### src/rtl/pipe_ctrl_pkg.sv
// Shared definitions for the pipeline hazard controller.
//   state_e  : sequencer states (run, waiting on data memory, halted on timeout)
//   REG_ZERO : architectural zero register, never a real dependency source
package pipe_ctrl_pkg;

  typedef enum logic [1:0] {
    StRun     = 2'd0,
    StMemWait = 2'd1,
    StHalt    = 2'd2
  } state_e;

  localparam logic [4:0] REG_ZERO = 5'd0;

endpackage

### src/rtl/hazard_detect.sv
// Load-use hazard comparator (purely combinational).
// Ports:
//   id_rs_i, id_rt_i     : source register fields of the instruction in ID
//   id_uses_rt_i         : ID instruction actually reads rt
//   ex_mem_read_i        : instruction in EX is a load
//   ex_write_reg_i       : destination register of the EX instruction
//   load_use_o           : ID consumes the result of the load currently in EX
module hazard_detect
  import pipe_ctrl_pkg::*;
(
  input  logic [4:0] id_rs_i,
  input  logic [4:0] id_rt_i,
  input  logic       id_uses_rt_i,
  input  logic       ex_mem_read_i,
  input  logic [4:0] ex_write_reg_i,
  output logic       load_use_o
);

  logic rs_match;
  logic rt_match;

  always_comb begin
    rs_match   = (ex_write_reg_i == id_rs_i);
    rt_match   = id_uses_rt_i && (ex_write_reg_i == id_rt_i);
    // Writes to r0 are discarded, so they never create a dependency.
    load_use_o = ex_mem_read_i && (ex_write_reg_i != REG_ZERO) && (rs_match || rt_match);
  end

endmodule

### src/rtl/pipe_hazard_ctrl.sv
// Central enable/flush sequencer for the PC and the IF/ID, ID/EX, EX/MEM, MEM/WB
// pipeline registers. Priority: data-memory wait > EX redirect > load-use.
// Ports:
//   clk, reset                 : clock, synchronous active-high reset
//   id_rs, id_rt, id_uses_rt   : ID-stage source operands
//   ex_mem_read, ex_write_reg  : EX-stage load indication and destination
//   ex_redirect                : taken branch / jump resolved in EX
//   mem_access, dmem_ready     : MEM-stage access and memory handshake
//   pc_enable, *_enable        : register load enables
//   *_flush                    : register flushes (override enables)
//   mem_timeout                : sticky fatal flag after a memory timeout
//   stall_count                : saturating count of cycles with pc_enable low
module pipe_hazard_ctrl
  import pipe_ctrl_pkg::*;
#(
  parameter int unsigned TIMEOUT = 64,
  parameter int unsigned CNT_W   = 16
) (
  input  logic             clk,
  input  logic             reset,
  input  logic [4:0]       id_rs,
  input  logic [4:0]       id_rt,
  input  logic             id_uses_rt,
  input  logic             ex_mem_read,
  input  logic [4:0]       ex_write_reg,
  input  logic             ex_redirect,
  input  logic             mem_access,
  input  logic             dmem_ready,
  output logic             pc_enable,
  output logic             if_id_enable,
  output logic             id_ex_enable,
  output logic             ex_mem_enable,
  output logic             mem_wb_enable,
  output logic             if_id_flush,
  output logic             id_ex_flush,
  output logic             ex_mem_flush,
  output logic             mem_wb_flush,
  output logic             mem_timeout,
  output logic [CNT_W-1:0] stall_count
);

  localparam int unsigned WaitW = $clog2(TIMEOUT + 1);
  localparam logic [WaitW-1:0] TimeoutCnt = WaitW'(TIMEOUT);

  state_e           state_q, state_d;
  logic [WaitW-1:0] wait_cnt_q, wait_cnt_d, wait_inc;
  logic [CNT_W-1:0] stall_count_q, stall_count_d;
  logic             mem_timeout_q, mem_timeout_d;
  logic             load_use;
  logic             waiting;

  hazard_detect u_hazard_detect (
    .id_rs_i        (id_rs),
    .id_rt_i        (id_rt),
    .id_uses_rt_i   (id_uses_rt),
    .ex_mem_read_i  (ex_mem_read),
    .ex_write_reg_i (ex_write_reg),
    .load_use_o     (load_use)
  );

  assign waiting = mem_access && !dmem_ready;

  // State and counter registers.
  always_ff @(posedge clk) begin
    if (reset) begin
      state_q       <= StRun;
      wait_cnt_q    <= '0;
      stall_count_q <= '0;
      mem_timeout_q <= 1'b0;
    end else begin
      state_q       <= state_d;
      wait_cnt_q    <= wait_cnt_d;
      stall_count_q <= stall_count_d;
      mem_timeout_q <= mem_timeout_d;
    end
  end

  // Next-state logic.
  always_comb begin
    state_d    = state_q;
    wait_cnt_d = wait_cnt_q;
    wait_inc   = wait_cnt_q + WaitW'(1);
    case (state_q)
      StRun: begin
        if (waiting) begin
          state_d    = StMemWait;
          wait_cnt_d = WaitW'(1);
        end
      end
      StMemWait: begin
        if (waiting) begin
          wait_cnt_d = wait_inc;
          // wait_cnt counts waiting cycles including this one.
          if (wait_inc == TimeoutCnt) state_d = StHalt;
        end else begin
          state_d    = StRun;
          wait_cnt_d = '0;
        end
      end
      StHalt:  state_d = StHalt;
      default: state_d = StRun;
    endcase

    // The flag trails HALT entry by one cycle and stays until reset.
    mem_timeout_d = mem_timeout_q || (state_q == StHalt);

    stall_count_d = stall_count_q;
    if (!pc_enable && (stall_count_q != '1)) stall_count_d = stall_count_q + CNT_W'(1);
  end

  // Output logic.
  always_comb begin
    pc_enable     = 1'b1;
    if_id_enable  = 1'b1;
    id_ex_enable  = 1'b1;
    ex_mem_enable = 1'b1;
    mem_wb_enable = 1'b1;
    if_id_flush   = 1'b0;
    id_ex_flush   = 1'b0;
    ex_mem_flush  = 1'b0;
    mem_wb_flush  = 1'b0;
    if (reset) begin
      pc_enable     = 1'b0;
      if_id_enable  = 1'b0;
      id_ex_enable  = 1'b0;
      ex_mem_enable = 1'b0;
      mem_wb_enable = 1'b0;
      if_id_flush   = 1'b1;
      id_ex_flush   = 1'b1;
      ex_mem_flush  = 1'b1;
      mem_wb_flush  = 1'b1;
    end else if (state_q == StHalt) begin
      pc_enable     = 1'b0;
      if_id_enable  = 1'b0;
      id_ex_enable  = 1'b0;
      ex_mem_enable = 1'b0;
      mem_wb_enable = 1'b0;
    end else if (waiting) begin
      // Freeze everything up to MEM and feed a bubble into WB.
      pc_enable     = 1'b0;
      if_id_enable  = 1'b0;
      id_ex_enable  = 1'b0;
      ex_mem_enable = 1'b0;
      mem_wb_flush  = 1'b1;
    end else if (ex_redirect) begin
      // Squashes the wrong-path instructions, including any load-use consumer.
      if_id_flush   = 1'b1;
      id_ex_flush   = 1'b1;
    end else if (load_use) begin
      pc_enable     = 1'b0;
      if_id_enable  = 1'b0;
      id_ex_flush   = 1'b1;
    end
  end

  assign mem_timeout = mem_timeout_q;
  assign stall_count = stall_count_q;

endmodule

### config.mk
export PLATFORM = sky130hd
export DESIGN_NAME = pipe_hazard_ctrl
export DESIGN_NICKNAME = d
export VERILOG_FILES = /design/src/rtl/pipe_ctrl_pkg.sv /design/src/rtl/hazard_detect.sv /design/src/rtl/pipe_hazard_ctrl.sv
export SDC_FILE = /design/constraint.sdc
export NUM_CORES = 1
export LEC_CHECK = 0
export CORE_MARGIN = 3
export CORE_UTILIZATION = 44
export DETAILED_ROUTE_END_ITERATION = 10
export PLACE_DENSITY = 0.76
export SETUP_SLACK_MARGIN = 0.15
export SYNTH_ARGS = -nofsm -noshare
export SYNTH_HDL_FRONTEND = slang
export SYNTH_SLANG_ARGS = --single-unit
### constraint.sdc
create_clock -name clk -period 6.3 [get_ports clk]
set_input_delay 0.63 -clock clk [delete_from_list [all_inputs] [get_ports clk]]
set_output_delay 0.63 -clock clk [all_outputs]
set_load 0.05 [all_outputs]
Yosys cells after proc, flatten, opt, wreduce, memory -nomap -nowiden
Index checks and enable logic that the tools add are counted.
{"block": "word_totals", "latch_bits": 0, "wordCells": 58, "output_inout_bits": 26, "in_bits": 22, "mem_bits_ro": 0, "register_bits": 26, "mem_count": 0, "mem_bits_rw": 0}
{"block": "classes", "n_reduce_logical": 14, "shift": 0, "bitwise": 0, "eq_ne": 8, "magnitude_cmp": 0, "muxes": 30, "n_div": 0, "add_sub_neg": 2, "mul": 0}
{"op": "two-way mux 1 bit", "count": 23}
{"op": "adder 16 x 1 -> 16 bit, second input constant", "count": 1}
{"op": "inequality test 16 bit, second input constant", "count": 1}
{"op": "two-way mux 7 bit", "count": 2}
{"op": "one-hot mux 7 bit (2 select lines)", "count": 1}
{"op": "equality test 5 bit", "count": 2}
{"op": "adder 7 x 1 -> 7 bit, second input constant", "count": 1}
{"op": "equality test 7 bit, second input constant", "count": 1}
{"op": "two-way mux 2 bit", "count": 3}
{"op": "one-hot mux 2 bit (3 select lines)", "count": 1}
{"op": "logical AND 1 bit", "count": 5}
{"op": "nonzero test 5 bit", "count": 1}
{"op": "AND reduction 2 bit", "count": 2}
{"op": "inequality test 3 bit, second input constant", "count": 1}
{"op": "equality test 2 x 1 -> 1 bit, second input constant", "count": 1}
{"op": "equality test 2 bit, second input constant", "count": 1}
{"op": "logical NOT 1 bit", "count": 2}
{"op": "logical NOT 2 bit", "count": 1}
{"op": "logical OR 1 bit", "count": 2}
{"op": "inequality test 2 bit, second input constant", "count": 1}
{"op": "nonzero test 2 bit", "count": 1}

Depth between registers and ports, before layout
{"block": "logic_depth", "ltp_word": 11, "ltp_mapped": 9, "depth_no_buf": 7}

Hierarchy
A second synthesis with hierarchy kept.
{"block": "hier_totals", "hier_cells": 199, "area_unflattened_um2": 1662.8}
{"module": "pipe_hazard_ctrl", "cells_each": 182, "n_inst": 1, "seq_area_each_um2": 520.5, "area_per_inst_um2": 1530.2}
{"module": "hazard_detect", "cells_each": 17, "n_inst": 1, "seq_area_each_um2": 0.0, "area_per_inst_um2": 132.6}

Worst setup path after synthesis
No wires, ideal clock.
{"block": "synth_path", "path_type": "input to output", "startpoint": "input reset", "endpoint": "output pc_enable", "path_stages": 7, "arrival_ns": 3.574, "n_path_buf": 4, "required_time_ns": 5.670, "setup_slack_ns": 2.096, "cell_sequence": "clkbuf_1 nor3_1 o31ai_2 inv_2 buf_6 clkbuf_1 buf_4"}
{"block": "synth_between", "elab_chain_len": 1}
{"item": "start: declaration", "line_no": "pipe_hazard_ctrl.sv:20", "text": "input logic reset,"}
{"item": "two-way mux 1 bit"}
{"item": "end: declaration", "line_no": "pipe_hazard_ctrl.sv:29", "text": "output logic pc_enable,"}
No other way between the ends.

Worst setup path in the final report
{"block": "layout_path", "startpoint": "input ex_write_reg[1]", "endpoint": "output if_id_enable"}
{"block": "layout_between", "elab_chain_len": 9, "elab_cells_between_ends": 12, "classes_between": "eq/ne: 2; mux: 5; reduce/logical: 5"}
{"item": "start: declaration", "line_no": "pipe_hazard_ctrl.sv:25", "text": "input logic [4:0] ex_write_reg,"}
{"item": "equality test 5 bit", "line_no": "hazard_detect.sv:24", "text": "rt_match = id_uses_rt_i && (ex_write_reg_i == id_rt_i);"}
{"item": "logical AND 1 bit", "line_no": "hazard_detect.sv:24"}
{"item": "logical OR 1 bit", "line_no": "hazard_detect.sv:26", "text": "load_use_o = ex_mem_read_i && (ex_write_reg_i != REG_ZERO) && (rs_match || rt_match);"}
{"item": "logical AND 1 bit *", "line_no": "hazard_detect.sv:26"}
{"item": "two-way mux 1 bit *", "line_no": "pipe_hazard_ctrl.sv:149", "text": "end else if (load_use) begin"}
{"item": "two-way mux 1 bit *", "line_no": "pipe_hazard_ctrl.sv:145", "text": "end else if (ex_redirect) begin"}
{"item": "two-way mux 1 bit *", "line_no": "pipe_hazard_ctrl.sv:138", "text": "end else if (waiting) begin"}
{"item": "two-way mux 1 bit *", "line_no": "pipe_hazard_ctrl.sv:132", "text": "end else if (state_q == StHalt) begin"}
{"item": "two-way mux 1 bit *", "line_no": "pipe_hazard_ctrl.sv:122", "text": "if (reset) begin"}
{"item": "end: declaration", "line_no": "pipe_hazard_ctrl.sv:30", "text": "output logic if_id_enable,"}
Mark *: on every way between the ends. The rest lies on a longest branch, timed or not.

==> flow_metrics.py <==
metrics = {
    "status": {
        "outcome": "finished clean",
    },
    "final_layout": {
        "final_cell_mix": "clkdlybuf4s50_1, nor2_1, dfxtp_1",
        "fin_util_pct": 64.6,
        "final_common_cell": "clkdlybuf4s50_1",
        "nets": 262,
        "drive_gt1_share_pct": 6.75,
        "diodes": 0,
        "final.fill_count": 298,
        "syn2layout_area_growth_pct": 33.8,
        "final_area_um2": 2050,
    },
    "floorplanning": {
        "start_util_pct": 48.3,
        "rows": 20,
        "fp.dieArea_um2": 4230,
        "die_y_um": 65.1,
        "ios": 48,
        "coreArea_um2": 3180,
        "die_x_um": 65.1,
    },
    "placement": {
        "io_buffers": 47,
        "post_dp_cell_area_um2": 2020,
        "globalplace.congestion": 0.795,
        "hpwl_um": 2670,
    },
    "clock_network": {
        "clk_latency_ns": 0.32,
        "cts_sinks": 26,
        "cts.htree.levels": 1,
        "clockBufferDepth": 2,
        "cts_setup_buffers": 0,
        "cts_root_buffer": "clkbuf_4",
        "clk_pin_slew_worst_paths_ns": 0.13,
        "cts_inserted_buffers": 3,
        "ctsResizeCount": 0,
        "cts_tree": "built",
        "postCtsHoldBufs": 0,
    },
    "global_route": {
        "grt_pass1_wl_um": 6160,
        "antenna_found_initial": 0,
        "globalRoute.totalOverflow": 0,
        "grt_max_degree": 37,
        "grt_pass1_vias": 1504,
        "track_usage_pct": 17.6,
    },
    "power_and_ir_drop": {
        "p_leak_nw": 0.716,
        "ir_drop_uv": 107,
        "powerDensity_nw_per_um2": 156,
    },
    "synth": {
        "synth_cells": 196,
        "ys_seq_area_share_pct": 33.9,
        "syn-cell-area_um2": 1540,
        "synth.net_count": 220,
        "synth-seq-cells": 26,
        "synth.avg_cell_area_um2": 7.83,
        "synthFlopType": "dfxtp_1",
        "synth_edf_count": 0,
        "synth-async-reset-ratio_pct": 0,
        "synth_cell_type_count": 36,
        "yosysWarnings": 0,
    },
    "critical_path": {
        "crit_fanout": 25,
        "crit_path_frequent_cell": "clkdlybuf4s50_1",
        "cp_slowest_cell": "clkdlybuf4s50_1",
        "crit_end": "if_id_enable",
        "slowest_delay_ns": 0.87,
        "path_depth": 6,
        "crit_start": "ex_write_reg[1]",
        "worstReg2RegStart": "stall_count[4]$_SDFFE_PP0P_",
        "path_delay_family": "buffers and inverters",
        "endpoint_kind": "primary output",
        "critPathKind": "primary input to primary output",
        "r2r_end": "stall_count[2]$_SDFFE_PP0P_",
        "cp.required_ns": 5.67,
        "rr_worst_depth": 7,
        "path_buf_inv": 3,
        "regToRegSetupSlack_ns": 3.87,
        "path_cells": "clkdlybuf4s50_1 -> or4_1 -> o21ai_0 -> o31ai_2 -> inv_2 -> clkdlybuf4s50_1",
        "critPathLaunchType": "primary input",
        "cp.arrival_ns": 3.22,
    },
    "routing": {
        "routed_wl_um": 3490,
        "route.vias.total": 1567,
        "dr.pass1.iters": 4,
        "avgViaCountPerCell": 5.58,
        "remaining_drc_errors": 0,
        "ant_nets": 0,
        "drt_iter0_markers": 95,
        "wl_per_cell_um": 12.4,
    },
    "sta": {
        "grt_setup_unrepaired": "false",
        "period_needed_ns": 3.85,
        "skew_ns": 0.0101,
        "slew_headroom_pct": 48.2,
        "period_share_pct": 61.1,
        "setup_viol": 0,
        "hold_viol": 0,
        "tns_ns": 0,
        "drv_slew": 0,
        "tightest_slew_ns": 0.770,
        "timing.fmax_mhz": 260,
    },
    "hold_path": {
        "hold_class": "flip-flop to flip-flop",
        "min_from": "mem_timeout$_SDFF_PP0_",
    },
    "job": {
        "maxCapViolCount": 0,
    },
}
-- through the flow --
step / total power [mW] / hold slack [ns] / setup slack (ns) / cells
3_5_place_dp: 0.241 / 0.469 / 2.42 / 277
4_1_cts: 0.325 / 0.502 / 2.42 / 281
2_1_floorplan: 0.214 / 0.447 / 2.10 / 196
3_3_place_gp: 0.240 / 0.451 / 2.45 / 277
5_1_grt: 0.336 / 0.531 / 2.26 / 281
6_report: 0.321 / 0.502 / 2.45 / 281
-- final cells by class --
| class | count | area (um^2) | area share, % |
|---|---|---|---|
| clock buffers | 4 | 36.3 | 1.77 |
| inverters | 3 | 11.3 | 0.548 |
| multi-input cells | 155 | 946 | 46.0 |
| flip-flops and latches | 26 | 520 | 25.3 |
| well taps | 44 | 55.1 | 2.68 |
| repair buffers | 49 | 485 | 23.6 |
-- worst min-delay path: cells and delay by family (launching register included) --
kind,cells,cell delay (ns)
flops,1,0.36
simple gates,2,0.12
-- registers in the layout, indices dropped and copies added, names as in the netlist --
register	count
state_q	2
wait_cnt_q	7
mem_timeout	1
stall_count	16
-- metal layers --
| metal | routed length, um | vias up | share of wire (%) | global-route usage [%] |
|---|---|---|---|---|
| li1 | - | 797 | - | - |
| met1 | 1610 | 712 | 46 | 22.0 |
| met4 | 44 | 0 | 1.3 | 5.96 |
| met3 | 224 | 4 | 6.4 | 3.64 |
| met2 | 1620 | 54 | 46 | 30.0 |
| met5 | 0 | - | 0 | 0 |
-- logic make-up (layout without fill, tap and decap cells) --
| logic type | Yosys count | after routing | share of synthesized area (%) |
|---|---|---|---|
| and+or+nand+nor | 96 | 96 | 32.7 |
| buffers and inverters | 15 | 56 | 4.89 |
| adders and majority gates | 2 | 2 | 1.63 |
| AOI/OAI and AO/OA | 41 | 41 | 16.8 |
| muxes | 6 | 6 | 4.40 |
| DFF | 26 | 26 | 33.9 |
| xor gates and xnor gates | 10 | 10 | 5.71 |
-- synth_stat cells, types with 2 or more instances --
library cell	instances	area, um^2
nor2_1	28	105
dfxtp_1	26	521
a21oi_1	16	80.1
nand3_1	15	75.1
nand2_1	11	41.3
or4_1	9	67.6
xor2_1	9	78.8
o21ai_0	8	40.0
o31ai_1	8	60.1
and3_1	7	43.8
nor2b_1	7	43.8
clkbuf_1	6	22.5
mux2_2	6	67.6
nor3_1	5	25.0
nor4_1	4	25.0
buf_4	3	22.5
nand3b_1	3	22.5
a21o_1	2	15.0
a311oi_1	2	17.5
buf_1	2	7.51
ha_1	2	25.0
inv_1	2	7.51
nand4_1	2	12.5
-- report_power, final --
part,internal (mW),switching (mW)
combinational,0.0287,0.0391
sequential,0.167,0.00251
clock,0.0353,0.0488
-- worst min path at each step --
stage	to	slack [ns]	depth (start not counted)
4_1_cts	mem_timeout$_SDFF_PP0_	0.50	2
3_3_place_gp	mem_timeout$_SDFF_PP0_	0.45	2
5_1_grt	wait_cnt_q[4]$_SDFFE_PP0P_	0.53	2
3_5_place_dp	mem_timeout$_SDFF_PP0_	0.47	2
6_report	mem_timeout$_SDFF_PP0_	0.50	2
2_1_floorplan	state_q[0]$_SDFFE_PP0P_	0.45	1
Note: power is estimated with default switching activity, not from simulation.
